**src/rtl/bitwise_pipe.sv**
```systemverilog
// -----------------------------------------------------------------------------
// bitwise_pipe
//   Per-bit logic unit (AND/OR/XOR/NAND/NOR/XNOR/NOT a/pass a) feeding a
//   2-entry result FIFO with valid/ready handshakes on both sides.
//   The FIFO head is held in an output register, so y, out_valid and in_ready
//   are all registered. There is no combinational path from a/b/op to y, and
//   none from out_ready to in_ready.
//
//   Parameters
//     WIDTH      operand/result width, 1..64
//
//   Ports
//     clk        clock, rising edge
//     rst        synchronous active-high reset
//     in_valid   request present on a, b, op
//     in_ready   request can be accepted this cycle (registered, count < 2)
//     a, b       operands
//     op         000 AND, 001 OR, 010 XOR, 011 NAND, 100 NOR, 101 XNOR,
//                110 NOT a, 111 pass a
//     out_valid  result present on y
//     out_ready  consumer takes the result this cycle
//     y          head result (all zeros when the FIFO is empty)
//     zero, neg  result flags. These ports exist only when the macro
//                LOGIC_FLAGS_EN is defined. zero=1, neg=0 when the FIFO
//                is empty.
// -----------------------------------------------------------------------------
module bitwise_pipe #(
   parameter int WIDTH = 16
) (
   input  logic             clk,
   input  logic             rst,
   input  logic             in_valid,
   output logic             in_ready,
   input  logic [WIDTH-1:0] a,
   input  logic [WIDTH-1:0] b,
   input  logic [2:0]       op,
   output logic             out_valid,
   input  logic             out_ready,
`ifdef LOGIC_FLAGS_EN
   output logic [WIDTH-1:0] y,
   output logic             zero,
   output logic             neg
`else
   output logic [WIDTH-1:0] y
`endif
);

   function automatic logic [WIDTH-1:0] logic_op(input logic [2:0]       f,
                                                 input logic [WIDTH-1:0] x,
                                                 input logic [WIDTH-1:0] z);
      logic [WIDTH-1:0] r;
      case (f)
         3'b000:  r = x & z;
         3'b001:  r = x | z;
         3'b010:  r = x ^ z;
         3'b011:  r = ~(x & z);
         3'b100:  r = ~(x | z);
         3'b101:  r = ~(x ^ z);
         3'b110:  r = ~x;
         default: r = x;
      endcase
      return r;
   endfunction

   // ---- stage p0: operation evaluated on the incoming request ----
   logic [WIDTH-1:0] res_p0;
   logic             accept;
   logic             pop;

   // ---- stage p1: FIFO storage, pointers and registered head ----
   logic [WIDTH-1:0] mem_p1 [2];
   logic             wr_ptr_p1;
   logic             rd_ptr_p1;
   logic [1:0]       cnt_p1;
   logic             rdy_p1;
   logic             vld_p1;
   logic [WIDTH-1:0] y_p1;

   logic [1:0]       cnt_nx;
   logic             rd_nx;
   logic             head_is_new;
   logic [WIDTH-1:0] head_nx;

`ifdef LOGIC_FLAGS_EN
   logic             zmem_p1 [2];
   logic             nmem_p1 [2];
   logic             zero_p1;
   logic             neg_p1;
   logic             zhead_nx;
   logic             nhead_nx;
`endif

   always_comb begin
      res_p0 = logic_op(op, a, b);
      accept = in_valid && rdy_p1;
      pop    = vld_p1 && out_ready;
      cnt_nx = cnt_p1 + {1'b0, accept} - {1'b0, pop};
      rd_nx  = rd_ptr_p1 ^ pop;
      // The entry becoming head may be the one written on this very edge,
      // so it is bypassed from the operation result instead of read from mem.
      head_is_new = accept && (wr_ptr_p1 == rd_nx);
      head_nx     = head_is_new ? res_p0 : mem_p1[rd_nx];
`ifdef LOGIC_FLAGS_EN
      zhead_nx = head_is_new ? (res_p0 == '0) : zmem_p1[rd_nx];
      nhead_nx = head_is_new ? res_p0[WIDTH-1] : nmem_p1[rd_nx];
`endif
   end

   // Result storage is data only: it is never cleared. Reset still blocks
   // the write so that an accept coinciding with reset leaves no trace.
   always_ff @(posedge clk) begin
      if (accept && !rst) begin
         mem_p1[wr_ptr_p1] <= res_p0;
`ifdef LOGIC_FLAGS_EN
         zmem_p1[wr_ptr_p1] <= (res_p0 == '0);
         nmem_p1[wr_ptr_p1] <= res_p0[WIDTH-1];
`endif
      end
   end

   always_ff @(posedge clk) begin
      if (rst) begin
         cnt_p1    <= 2'd0;
         wr_ptr_p1 <= 1'b0;
         rd_ptr_p1 <= 1'b0;
         rdy_p1    <= 1'b1;
         vld_p1    <= 1'b0;
         y_p1      <= '0;
`ifdef LOGIC_FLAGS_EN
         zero_p1   <= 1'b1;
         neg_p1    <= 1'b0;
`endif
      end else begin
         cnt_p1    <= cnt_nx;
         wr_ptr_p1 <= wr_ptr_p1 ^ accept;
         rd_ptr_p1 <= rd_nx;
         rdy_p1    <= (cnt_nx != 2'd2);
         vld_p1    <= (cnt_nx != 2'd0);
         y_p1      <= (cnt_nx != 2'd0) ? head_nx : '0;
`ifdef LOGIC_FLAGS_EN
         zero_p1   <= (cnt_nx != 2'd0) ? zhead_nx : 1'b1;
         neg_p1    <= (cnt_nx != 2'd0) ? nhead_nx : 1'b0;
`endif
      end
   end

   assign in_ready  = rdy_p1;
   assign out_valid = vld_p1;
   assign y         = y_p1;
`ifdef LOGIC_FLAGS_EN
   assign zero      = zero_p1;
   assign neg       = neg_p1;
`endif

endmodule

```
**config.mk**
```make
export PLATFORM = sky130hd
export DESIGN_NAME = bitwise_pipe
export DESIGN_NICKNAME = d
export VERILOG_FILES = /design/src/rtl/bitwise_pipe.sv
export SDC_FILE = /design/constraint.sdc
export NUM_CORES = 1
export LEC_CHECK = 0
export CELL_PAD_IN_SITES_DETAIL_PLACEMENT = 1
export CELL_PAD_IN_SITES_GLOBAL_PLACEMENT = 1
export CORE_UTILIZATION = 46
export CTS_BUF_LIST = sky130_fd_sc_hd__clkbuf_4
export DETAILED_ROUTE_END_ITERATION = 6
export GPL_TIMING_DRIVEN = 0
export PLACE_DENSITY_LB_ADDON = 0.1
export SYNTH_ARGS = -nofsm -noshare
export SYNTH_HDL_FRONTEND = slang
export SYNTH_SLANG_ARGS = --single-unit
```
**constraint.sdc**
```tcl
create_clock -name clk -period 8 [get_ports clk]
set_clock_uncertainty 0.05 [all_clocks]
set_input_delay 1.2 -clock clk [delete_from_list [all_inputs] [get_ports clk]]
set_output_delay 1.2 -clock clk [all_outputs]
set_load 0.05 [all_outputs]
```
==> out/qor.txt <==
========================================================================================
Outcome                                                                        completed
Cell area after technology mapping                                          0.00375 sq mm
Gate Count Post-Synth                                                                408
Worst Setup End Kind                                                                flop
Quantity of I/O buffers inserted on ports                                             55
Power density over the cells                                                 239 mW/mm^2
Area contributors post-synth                                                sky130_fd_sc_hd__edfxtp_1 (26%), sky130_fd_sc_hd__dfxtp_1 (12%), sky130_fd_sc_hd__ha_1 (11%)
Avg Cell Area, Syn                                                            9.20 sq um
Metal1 wirelength                                                                4530 um
Final setup violation count                                                            0
Area growth from synthesis to final layout                                         20.8%
EDFF count, synth                                                                     32
Final antenna-violating net count                                                      0
1st-pass router iterations                                                             4
Area inside the core boundary                                               0.00781 sq mm
Maximum single-stage delay on the critical path                                  0.42 ns
Transition time of the tightest slew-check pin                                  0.749 ns
Library cell with the highest instance count after synthesis                sky130_fd_sc_hd__nand2_1
Buffers and inverters on the worst path                                                5
Total half-perimeter wirelength after legalization and detailed placement        7950 um
Row cnt                                                                               32
Fin. Hold Viols                                                                        0
Master cell of the clock root buffer                                        sky130_fd_sc_hd__clkbuf_4
Max Fanout on Critical Path                                                           10
Synthesis-stage register bit count                                                    54
Total number of vias                                                                3311
Cell breakdown of the critical path                                         clkdlybuf4s50_1, nand2_2, inv_1, ha_1, inv_1, ha_1, xor2_1, xnor2_1, o21ba_1, buf_6, buf_2, a31oi_1, o21a_1
Hold path cells                                                                        2
Leakage power of the design                                                      1.86 nW
Path type of the worst setup path                                              in -> reg
Worst IR drop on VDD                                                             80.9 uV
Total congestion overflow after global routing                                         0
Final worst path period need                                                     3.28 ns
Setup TNS                                                                           0 ns
Worst Setup Start Kind                                                         input pin
Routed WL per cell                                                               17.8 um
Type of the most critical hold path                                           reg -> reg
Yosys warns                                                                            0
Number of top-level pins                                                              57
Number of antenna violations at the first check in global routing                      0
Number of DRC markers after the initial detailed-route iteration                     108
Crit path required time                                                          8.29 ns
Fraction of layout instances using a drive strength above 1                        10.4%
Max Root-Sink Buffers                                                                  2
Number of buffers inserted during clock tree synthesis                                 5
Top post-synthesis cells by count                                           sky130_fd_sc_hd__nand2_1 (42), sky130_fd_sc_hd__inv_1 (39), sky130_fd_sc_hd__ha_1 (34)
Top metal layer carrying routed signals                                             met4
Total Die Area                                                              0.00853 sq mm
Area leader, netlist                                                        sky130_fd_sc_hd__edfxtp_1
Final core utilization                                                             58.1%
Period utilisation layout                                                          40.9%
Max-cap violation count                                                                0
Remaining routing DRC violations                                                       0
Sequential share of the synthesized area                                           37.3%
Post-CTS Hold Fix Bufs                                                                 0
Number of fill cells                                                                 921
Final weighted congestion in routability-driven placement                          0.833
Proportion of netlist area held by the largest area contributor                    25.6%
Number of buffers added for setup after CTS                                            0
Number of global-route vias before repair                                           3367
Worst path depth                                                                      13
H-tree levels                                                                          2
Top achievable clock speed                                                     0.305 GHz
RSZ-0062 raised after global routing                                                  no
Detailed route wirelength on metal2                                              5210 um
Effective utilization at floorplan                                                 48.1%
First-pass GRT wire length                                                      16700 um
Routed wire length                                                              10200 um
Wire length on met3                                                               325 um
Antenna diode instance count                                                           0
Synth async-reset ratio                                                               0%
Dominant synthesized flop cell                                              sky130_fd_sc_hd__edfxtp_1
Worst-case reg-to-reg path depth                                                      12
Latest clock arrival within the worst-skew pair                                  0.38 ns
Gr usage total                                                                     25.0%
Cells resized by post-CTS repair                                                       0
Clock tree from TritonCTS                                                            yes
Clk sink count                                                                        54
Total nets after synthesis                                                           481
Post-DR vias/cell                                                                   5.76
Pin count of the biggest net entering global routing                                  19
Worst-path clk slew                                                              0.16 ns
WP data arrival                                                                  3.56 ns
Die H                                                                            92.3 um
Count of final max-slew check failures                                                 0
Final #Nets                                                                          545
Worst slew margin relative to its limit                                            49.8%
Number of different library cells in the post-synthesis netlist                       58
Width of the die                                                                 92.3 um
Cell type of the slowest stage on the worst timing path                     sky130_fd_sc_hd__clkdlybuf4s50_1
Kind of cell adding the most delay to the critical path                     buffers and inverters
========================================================================================
[cell usage in the layout, fill, tap and decap left out, drive strengths merged, types with 2 or more instances in the layout]
master and instances:
clkdlybuf4s50 55, nand2 45, inv 42, ha 34, edfxtp 32, nor2 23, dfxtp 22, buf 22
o21ai 21, a21oi 20, a31oi 18, o21a 17, nor2b 14, o211ai 12, clkbuf 12, nand3b 10
o22ai 8, nand2b 7, a221oi 6, xor2 6, and3 5, xnor2 5, a221o 4, o2bb2ai 3
nand3 3, nor3 3, a211oi 2, o221a 2, mux2i 2
[final cells by class]
| cell class | instances | area [sq um] | area share (%) |
|---|---|---|---|
| multi-input combinational | 285 | 2010 | 44.3 |
| sequential | 54 | 1400 | 30.9 |
| timing repair buffer | 57 | 581 | 12.8 |
| buffer | 28 | 201 | 4.44 |
| inverter | 41 | 154 | 3.39 |
| tap | 102 | 128 | 2.81 |
| clock buffer | 5 | 37.5 | 0.828 |
| clock inverter | 3 | 25.0 | 0.552 |
[worst paths after layout]
check	slack, ns	from	endpoint
min	0.56	wr_ptr_p1	wr_ptr_p1
max reg2reg	5.60	out_valid	y[5]
min reg2reg	0.56	wr_ptr_p1	wr_ptr_p1
max	4.72	out_ready	y[5]
[power by group]
group          internal, mW  switching (mW)  leakage, nW
registers             0.359          0.0212        0.474
clock network        0.0360          0.0870       0.0318
logic                 0.226           0.353         1.36
total                 0.622           0.462         1.86
[state kept, by name, summed over array words and instances, names as in the netlist]
register	cells
cnt_p1	2
in_ready	1
mem_p1	32
out_valid	1
rd_ptr_p1	1
wr_ptr_p1	1
y	16
[stage by stage]
| step | hold WS (ns) | cells | area [sq um] | worst slack [ns] | power, mW |
|---|---|---|---|---|---|
| 2_1_floorplan | 0.444 | 408 | 3750 | 4.44 | 0.779 |
| 3_3_place_gp | 0.463 | 565 | 4430 | 3.01 | 0.936 |
| 3_5_place_dp | 0.530 | 567 | 4470 | 4.30 | 0.970 |
| 4_1_cts | 0.559 | 575 | 4540 | 4.71 | 1.09 |
| 5_1_grt | 0.573 | 575 | 4540 | 4.61 | 1.15 |
| 6_report | 0.563 | 575 | 4540 | 4.72 | 1.08 |
[tightest hold or removal path, stage by stage (launching register included)]
cell	delay, ns
sky130_fd_sc_hd__dfxtp_1	0.37
sky130_fd_sc_hd__xor2_1	0.16
sky130_fd_sc_hd__nor2_1	0.05
[metal layers]
| metal | vias up | global-route usage, % |
|---|---|---|
| li1 | 1571 | - |
| met1 | 1636 | 31.2 |
| met2 | 88 | 45.6 |
| met3 | 16 | 2.63 |
| met4 | 0 | 6.64 |
| met5 | - | 0 |
[cells by family (layout without fill, tap and decap cells)]
logic type / count (synthesis) / in the layout / synth area share (%)
flip-flops: 54 / 54 / 37.3
XOR/XNOR: 11 / 11 / 3.27
adder cells (fa/ha/maj): 34 / 34 / 11.3
multiplexers: 2 / 2 / 0.866
AO/OA/AOI/OAI: 122 / 122 / 22.5
buffers and inverters: 69 / 134 / 9.46
AND/OR/NAND/NOR: 116 / 116 / 15.2
No activity file was read; power rests on OpenSTA's default activity.
